<file path="config.mk">
export PLATFORM = sky130hd
export DESIGN_NAME = pu_mem_rd_sched
export DESIGN_NICKNAME = d
export VERILOG_FILES = /design/src/rtl/pu_mem_rd_sched_pkg.sv /design/src/rtl/pu_mem_rd_sched_tag_fifo.sv /design/src/rtl/pu_mem_rd_sched.sv
export SDC_FILE = /design/constraint.sdc
export NUM_CORES = 1
export LEC_CHECK = 0
export BUFFER_PORTS_ARGS = -buffer_cell sky130_fd_sc_hd__buf_2
export CORE_ASPECT_RATIO = 1.5
export CORE_UTILIZATION = 55
export CTS_CLUSTER_SIZE = 8
export DETAILED_ROUTE_END_ITERATION = 16
export GPL_ROUTABILITY_DRIVEN = 0
export PLACE_DENSITY = 0.84
export SLEW_MARGIN = 25
export SYNTH_ARGS = -nofsm -noshare
export SYNTH_HDL_FRONTEND = slang
export SYNTH_SLANG_ARGS = --single-unit
</file>
<file path="constraint.sdc">
create_clock -name clk_i -period 6.4 [get_ports clk_i]
set_input_delay 0.96 -clock clk_i [delete_from_list [all_inputs] [get_ports clk_i]]
set_output_delay 0.96 -clock clk_i [all_outputs]
set_load 0.02 [all_outputs]
</file>
<file path="src/rtl/pu_mem_rd_sched_pkg.sv">
// Shared types and constants for the PU memory read scheduler.
package pu_mem_rd_sched_pkg;

  typedef enum logic [1:0] {
    SchedIdle,
    SchedRun,
    SchedStall,
    SchedDrain
  } sched_state_e;

  localparam int unsigned SchedStatNbits  = 32;
  localparam int unsigned SchedStallNbits = 16;

  localparam int unsigned DefNumOfPu         = 8;
  localparam int unsigned DefPuIdNbits       = 3;
  localparam int unsigned DefMaxOutstanding  = 4;

endpackage

</file>
<file path="src/rtl/pu_mem_rd_sched_tag_fifo.sv">
// In-order tag FIFO: remembers which PU owns each in-flight read.
// Depth must be a power of two so the pointers wrap naturally.
module pu_mem_rd_sched_tag_fifo #(
  parameter int unsigned Depth = 4,
  parameter int unsigned Width = 3
) (
  input  logic                     clk_i,
  input  logic                     rst_ni,
  input  logic                     push_i,
  input  logic [Width-1:0]         din_i,
  input  logic                     pop_i,
  output logic [Width-1:0]         dout_o,
  output logic [$clog2(Depth):0]   count_o,
  output logic                     full_o,
  output logic                     empty_o
);

  localparam int unsigned PtrW = $clog2(Depth);
  localparam logic [PtrW:0] DepthCnt = (PtrW + 1)'(Depth);

  logic [Width-1:0] mem_q [Depth];
  logic [PtrW-1:0]  wr_ptr_q, wr_ptr_d;
  logic [PtrW-1:0]  rd_ptr_q, rd_ptr_d;
  logic [PtrW:0]    count_q, count_d;
  logic             do_push, do_pop;

  assign full_o  = (count_q == DepthCnt);
  assign empty_o = (count_q == '0);
  assign do_push = push_i && !full_o;
  assign do_pop  = pop_i && !empty_o;
  assign dout_o  = mem_q[rd_ptr_q];
  assign count_o = count_q;

  always_comb begin
    wr_ptr_d = wr_ptr_q;
    rd_ptr_d = rd_ptr_q;
    count_d  = count_q;
    if (do_push) wr_ptr_d = wr_ptr_q + 1'b1;
    if (do_pop)  rd_ptr_d = rd_ptr_q + 1'b1;
    unique case ({do_push, do_pop})
      2'b10:   count_d = count_q + 1'b1;
      2'b01:   count_d = count_q - 1'b1;
      default: count_d = count_q;
    endcase
  end

  always_ff @(posedge clk_i or negedge rst_ni) begin
    if (!rst_ni) begin
      wr_ptr_q <= '0;
      rd_ptr_q <= '0;
      count_q  <= '0;
      mem_q    <= '{default: '0};
    end else begin
      wr_ptr_q <= wr_ptr_d;
      rd_ptr_q <= rd_ptr_d;
      count_q  <= count_d;
      if (do_push) mem_q[wr_ptr_q] <= din_i;
    end
  end

endmodule

</file>
<file path="src/rtl/pu_mem_rd_sched.sv">
// Round-robin read scheduler sharing one pipelined memory among NumOfPu requesters.
// Optional statistics counters are built when PU_MEM_RD_SCHED_STATS_EN is defined.
module pu_mem_rd_sched
  import pu_mem_rd_sched_pkg::*;
#(
  parameter int unsigned NumOfPu        = DefNumOfPu,
  parameter int unsigned PuIdNbits      = DefPuIdNbits,
  parameter int unsigned MaxOutstanding = DefMaxOutstanding
) (
  input  logic                              clk_i,
  input  logic                              rst_ni,
  input  logic                              en_i,
  input  logic [NumOfPu-1:0]                req_i,
  output logic [NumOfPu-1:0]                gnt_ack_o,
  output logic                              gnt_valid_o,
  output logic [PuIdNbits-1:0]              gnt_sel_o,
  input  logic                              mem_ack_i,
  output logic [NumOfPu-1:0]                ret_ack_o,
  output logic [$clog2(MaxOutstanding):0]   outstanding_o,
  output logic                              busy_o,
  output logic                              err_underflow_o,
  output logic [SchedStatNbits-1:0]         stat_gnt_cnt_o,
  output logic [SchedStallNbits-1:0]        stat_stall_o
);

  localparam int unsigned CntW = $clog2(MaxOutstanding) + 1;
  localparam logic [PuIdNbits-1:0] LastPu = PuIdNbits'(NumOfPu - 1);

  sched_state_e           state_q, state_d;
  logic [PuIdNbits-1:0]   ptr_q, ptr_d;
  logic [NumOfPu-1:0]     ret_ack_q, ret_ack_d;
  logic                   err_q, err_d;

  logic [PuIdNbits-1:0]   winner;
  logic                   found;
  logic                   grant_en;
  logic                   pop;
  logic [PuIdNbits-1:0]   fifo_head;
  logic [CntW-1:0]        fifo_count;
  logic                   fifo_full;
  logic                   fifo_empty;

  pu_mem_rd_sched_tag_fifo #(
    .Depth (MaxOutstanding),
    .Width (PuIdNbits)
  ) u_tag_fifo (
    .clk_i   (clk_i),
    .rst_ni  (rst_ni),
    .push_i  (gnt_valid_o),
    .din_i   (gnt_sel_o),
    .pop_i   (pop),
    .dout_o  (fifo_head),
    .count_o (fifo_count),
    .full_o  (fifo_full),
    .empty_o (fifo_empty)
  );

  // Full blocks grants outright; a same-cycle pop only frees the slot for next cycle.
  assign grant_en = (state_q == SchedRun) && !fifo_full;
  assign pop      = mem_ack_i && !fifo_empty;

  // First set request at or after ptr_q, wrapping modulo NumOfPu.
  always_comb begin
    logic [PuIdNbits-1:0] cand;
    winner = '0;
    found  = 1'b0;
    for (int unsigned i = 0; i < NumOfPu; i++) begin
      cand = PuIdNbits'((32'(ptr_q) + i) % NumOfPu);
      if (!found && req_i[cand]) begin
        winner = cand;
        found  = 1'b1;
      end
    end
  end

  always_comb begin
    gnt_valid_o = grant_en && found;
    gnt_sel_o   = winner;
    gnt_ack_o   = '0;
    if (gnt_valid_o) gnt_ack_o[winner] = 1'b1;
  end

  always_comb begin
    ptr_d = ptr_q;
    if (gnt_valid_o) ptr_d = (winner == LastPu) ? '0 : winner + 1'b1;
  end

  always_comb begin
    ret_ack_d = '0;
    if (pop) ret_ack_d[fifo_head] = 1'b1;
    err_d = err_q || (mem_ack_i && fifo_empty);
  end

  always_comb begin
    state_d = state_q;
    unique case (state_q)
      SchedIdle: begin
        if (en_i) state_d = SchedRun;
      end
      SchedRun: begin
        if (!en_i) begin
          state_d = fifo_empty ? SchedIdle : SchedDrain;
        end else if (fifo_full && !pop) begin
          state_d = SchedStall;
        end
      end
      SchedStall: begin
        if (pop) state_d = en_i ? SchedRun : SchedDrain;
      end
      SchedDrain: begin
        if (fifo_empty) begin
          state_d = SchedIdle;
        end else if (en_i) begin
          state_d = SchedRun;
        end
      end
      default: state_d = SchedIdle;
    endcase
  end

  always_ff @(posedge clk_i or negedge rst_ni) begin
    if (!rst_ni) begin
      state_q   <= SchedIdle;
      ptr_q     <= '0;
      ret_ack_q <= '0;
      err_q     <= 1'b0;
    end else begin
      state_q   <= state_d;
      ptr_q     <= ptr_d;
      ret_ack_q <= ret_ack_d;
      err_q     <= err_d;
    end
  end

  assign ret_ack_o       = ret_ack_q;
  assign outstanding_o   = fifo_count;
  assign busy_o          = (state_q != SchedIdle);
  assign err_underflow_o = err_q;

`ifdef PU_MEM_RD_SCHED_STATS_EN
  logic [SchedStatNbits-1:0]  stat_gnt_cnt_q, stat_gnt_cnt_d;
  logic [SchedStallNbits-1:0] stat_stall_q, stat_stall_d;

  always_comb begin
    stat_gnt_cnt_d = stat_gnt_cnt_q;
    stat_stall_d   = stat_stall_q;
    if (gnt_valid_o) stat_gnt_cnt_d = stat_gnt_cnt_q + 1'b1;
    // Stall counter saturates rather than wrapping.
    if ((state_q == SchedStall) && (stat_stall_q != '1)) stat_stall_d = stat_stall_q + 1'b1;
  end

  always_ff @(posedge clk_i or negedge rst_ni) begin
    if (!rst_ni) begin
      stat_gnt_cnt_q <= '0;
      stat_stall_q   <= '0;
    end else begin
      stat_gnt_cnt_q <= stat_gnt_cnt_d;
      stat_stall_q   <= stat_stall_d;
    end
  end

  assign stat_gnt_cnt_o = stat_gnt_cnt_q;
  assign stat_stall_o   = stat_stall_q;
`else
  assign stat_gnt_cnt_o = '0;
  assign stat_stall_o   = '0;
`endif

endmodule

</file>
==> metrics.txt <==
RSZ-0062 raised after global routing false; Synth Area in Compound Gates 13.5%; Worst-path clk slew 0.06 ns; WHS Path Cells 1; post-synthesis sequential area ratio 28.0%; final-report max-slew violation count 0; highest clock rate 195 MHz; top post-synthesis cells by area dfrtp_1 (28%), buf_4 (13%), mux4_2 (9.2%); per-cell routed wire length 14.3 um; setup violators final 0; Crit. End Element output port; setup slack at placement 1.57 ns; EDFF count, synth 0; I/O pins 85; DR DRC count 0; Fin. Hold Viols 0; TritonCTS clock tree yes; Via-to-Cell Ratio 5.47; largest net degree at the start of global routing 34; Tcrit/Tclk final 80.2%; final instance area 0.00304 sq mm; die height 91.6 um; Synth Area in XOR/XNOR 3.87%; clk buf depth 2; post-synthesis mux area share 19.5%; CTS root buf clkbuf_8; largest family of logic cells by synthesized area multiplexers; r2r startpoint ptr_q[1]$_DFFE_PN0P_; Synth Area in Adders 4.08%; Post-Syn Area 0.00295 sq mm; Synth Register Bits 33; worst r2r path cells 11; clock period minus worst slack 5.13 ns; Die W 61.8 um; Area Growth Syn to Fin 3.10%; H-tree depth 2; postcts setup bufs 0; CTS Hold Bufs 0; initial antenna violation count 0; Routed Antenna Nets 0; Synth Area in Simple Gates 14.2%; syn_area_per_cell 10.2 sq um; first-pass detailed-route iteration total 4; first-pass GRT wire length 9090 um; via count 2124; GRT Total Usage 21.6%; register-to-register setup slack 2.26 ns; worst endpoint data arrival time 4.17 ns; # port buffers 36; Hold Startpoint err_underflow_o$_DFF_PN0_; status finished clean; total negative setup slack 0 ns; Hold Path Class flop to flop; area post-placement 0.00295 sq mm; vias in the first global route 2004; yosys warns 0; Synth top area share 28.0%; slew at the pin closest to its max-slew limit 0.700 ns; Worst Setup Start Kind flop; synth unique cells 60; DR iter-0 viols 58; Crit Path Max Fanout 15; Skew-Pair Late Insertion Delay 0.28 ns; Post-synth top flop dfrtp_1; ant diodes 0; Syn Inst Count 288; kind of critical path flop to output port; Final Skew 0.00310 ns; remaining global-route overflow 0; core area 0.00516 sq mm; Final Net Count 340; Rows 32; critical path data required time 5.44 ns; Final WS setup 1.27 ns; WHS 0.484 ns; FILL cells 444; Rel. slew slack 53.4%; CTS buffer count 5; hold endpoint err_underflow_o$_DFF_PN0_; die area 0.00566 sq mm; DP HPWL 4430 um; Routed WL 5560 um; Initial Util 57.0%; share of cells above drive strength 1 29.7%; ys async rst share 100%; clock sinks 33; cells resized by post-CTS repair 0; post-synth top area cell dfrtp_1; Max Cap Viol 0; Critical R2R Capture ptr_q[2]$_DFFE_PN0P_
## stage by stage
| stage | utilization [%] | cells |
|---|---|---|
| global placement | 57.1 | 380 |
| CTS | 58.8 | 388 |
| floorplan | - | 335 |
| detailed placement | 57.1 | 380 |
| finish | 58.8 | 388 |
| global route | 58.8 | 388 |
## registers in the layout, indices dropped and copies added (netlist names)
signal and count:
err_underflow_o 1, u_tag_fifo.rd_ptr_q 2, u_tag_fifo.count_o 3, u_tag_fifo.mem_q 12, ret_ack_o 8, ptr_q 3, state_q 2, u_tag_fifo.wr_ptr_q 2
## cell usage in the layout (no fill, tap or decap), types with 4 or more instances in the layout
cell type	Yosys	routed
a211o_1	4	4
a21oi_1	4	4
buf_2	4	36
clkbuf_8	0	5
conb_1	1	48
dfrtp_1	33	33
ha_1	8	8
inv_1	11	11
mux2_2	14	14
mux2i_1	7	7
mux4_2	12	12
nand2_1	22	22
nand2b_1	7	7
nor2_1	23	23
nor2b_1	5	5
nor3_1	5	5
o21ai_0	11	11
xnor2_1	5	5
## logic make-up (layout without fill, tap and decap cells)
logic type / count (synthesis) / count (layout)
mux: 37 / 37
xor+xnor: 10 / 10
fa+ha+maj: 9 / 9
buf+inv: 72 / 57
other cells: 1 / 48
compound gates: 47 / 47
flops: 33 / 33
simple gates: 79 / 79
## layer usage
layer	global-route usage [%]	up-vias	share of wire, %
met4	10.7	0	3.8
met2	36.8	93	55
met5	0	-	0
li1	-	980	-
met3	4.09	23	5.1
met1	24.5	1028	36
## critical path, cell delays in order (launching register included)
cell and delay (ns):
dfrtp_1 0.60, inv_1 0.17, ha_1 0.64, mux2_2 0.42, o22a_1 0.21, a2111o_1 0.41
a2111oi_4 0.33, nor2_1 0.10, a21oi_2 0.54, nor3b_2 0.27, buf_2 0.18
## cell usage after synthesis (3+ instances only)
cell      count
a211o_1       4
mux2i_1       7
ha_1          8
dfrtp_1      33
o31a_1        3
buf_2         4
buf_4        51
nor2b_1       5
nor3_1        5
nand2b_1      7
and3_1        3
a21oi_1       4
mux4_2       12
nor2_1       23
buf_6         3
nand2_1      22
a221oi_1      3
xor2_1        3
inv_1        11
xnor2_1       5
o21ai_0      11
mux2_2       14
## final cells by class
class	count	area (sq um)	share of cell area, %
clock inverters	3	17.5	0.577
clock buffers	5	68.8	2.27
well taps	68	85.1	2.80
repair buffers	37	188	6.18
inverters	12	47.5	1.57
flip-flops and latches	33	826	27.2
multi-input cells	230	1800	59.4
## how the worst max path moves through the flow
stage	startpoint	slack [ns]	to	cells after the start
after floorplan	ptr_q[0]$_DFFE_PN0P_	2.15	gnt_ack_o[2]	14
after global routing	ptr_q[1]$_DFFE_PN0P_	0.94	gnt_ack_o[7]	10
after global placement	ptr_q[1]$_DFFE_PN0P_	1.76	gnt_ack_o[7]	10
final	ptr_q[1]$_DFFE_PN0P_	1.27	gnt_ack_o[7]	10
after detailed placement	ptr_q[1]$_DFFE_PN0P_	1.57	gnt_ack_o[7]	10
after CTS	ptr_q[1]$_DFFE_PN0P_	1.26	gnt_ack_o[7]	10
Power is left out: the tool's default activity adds up to more than one toggle a clock period on the data nets, which glitch-free logic cannot reach.
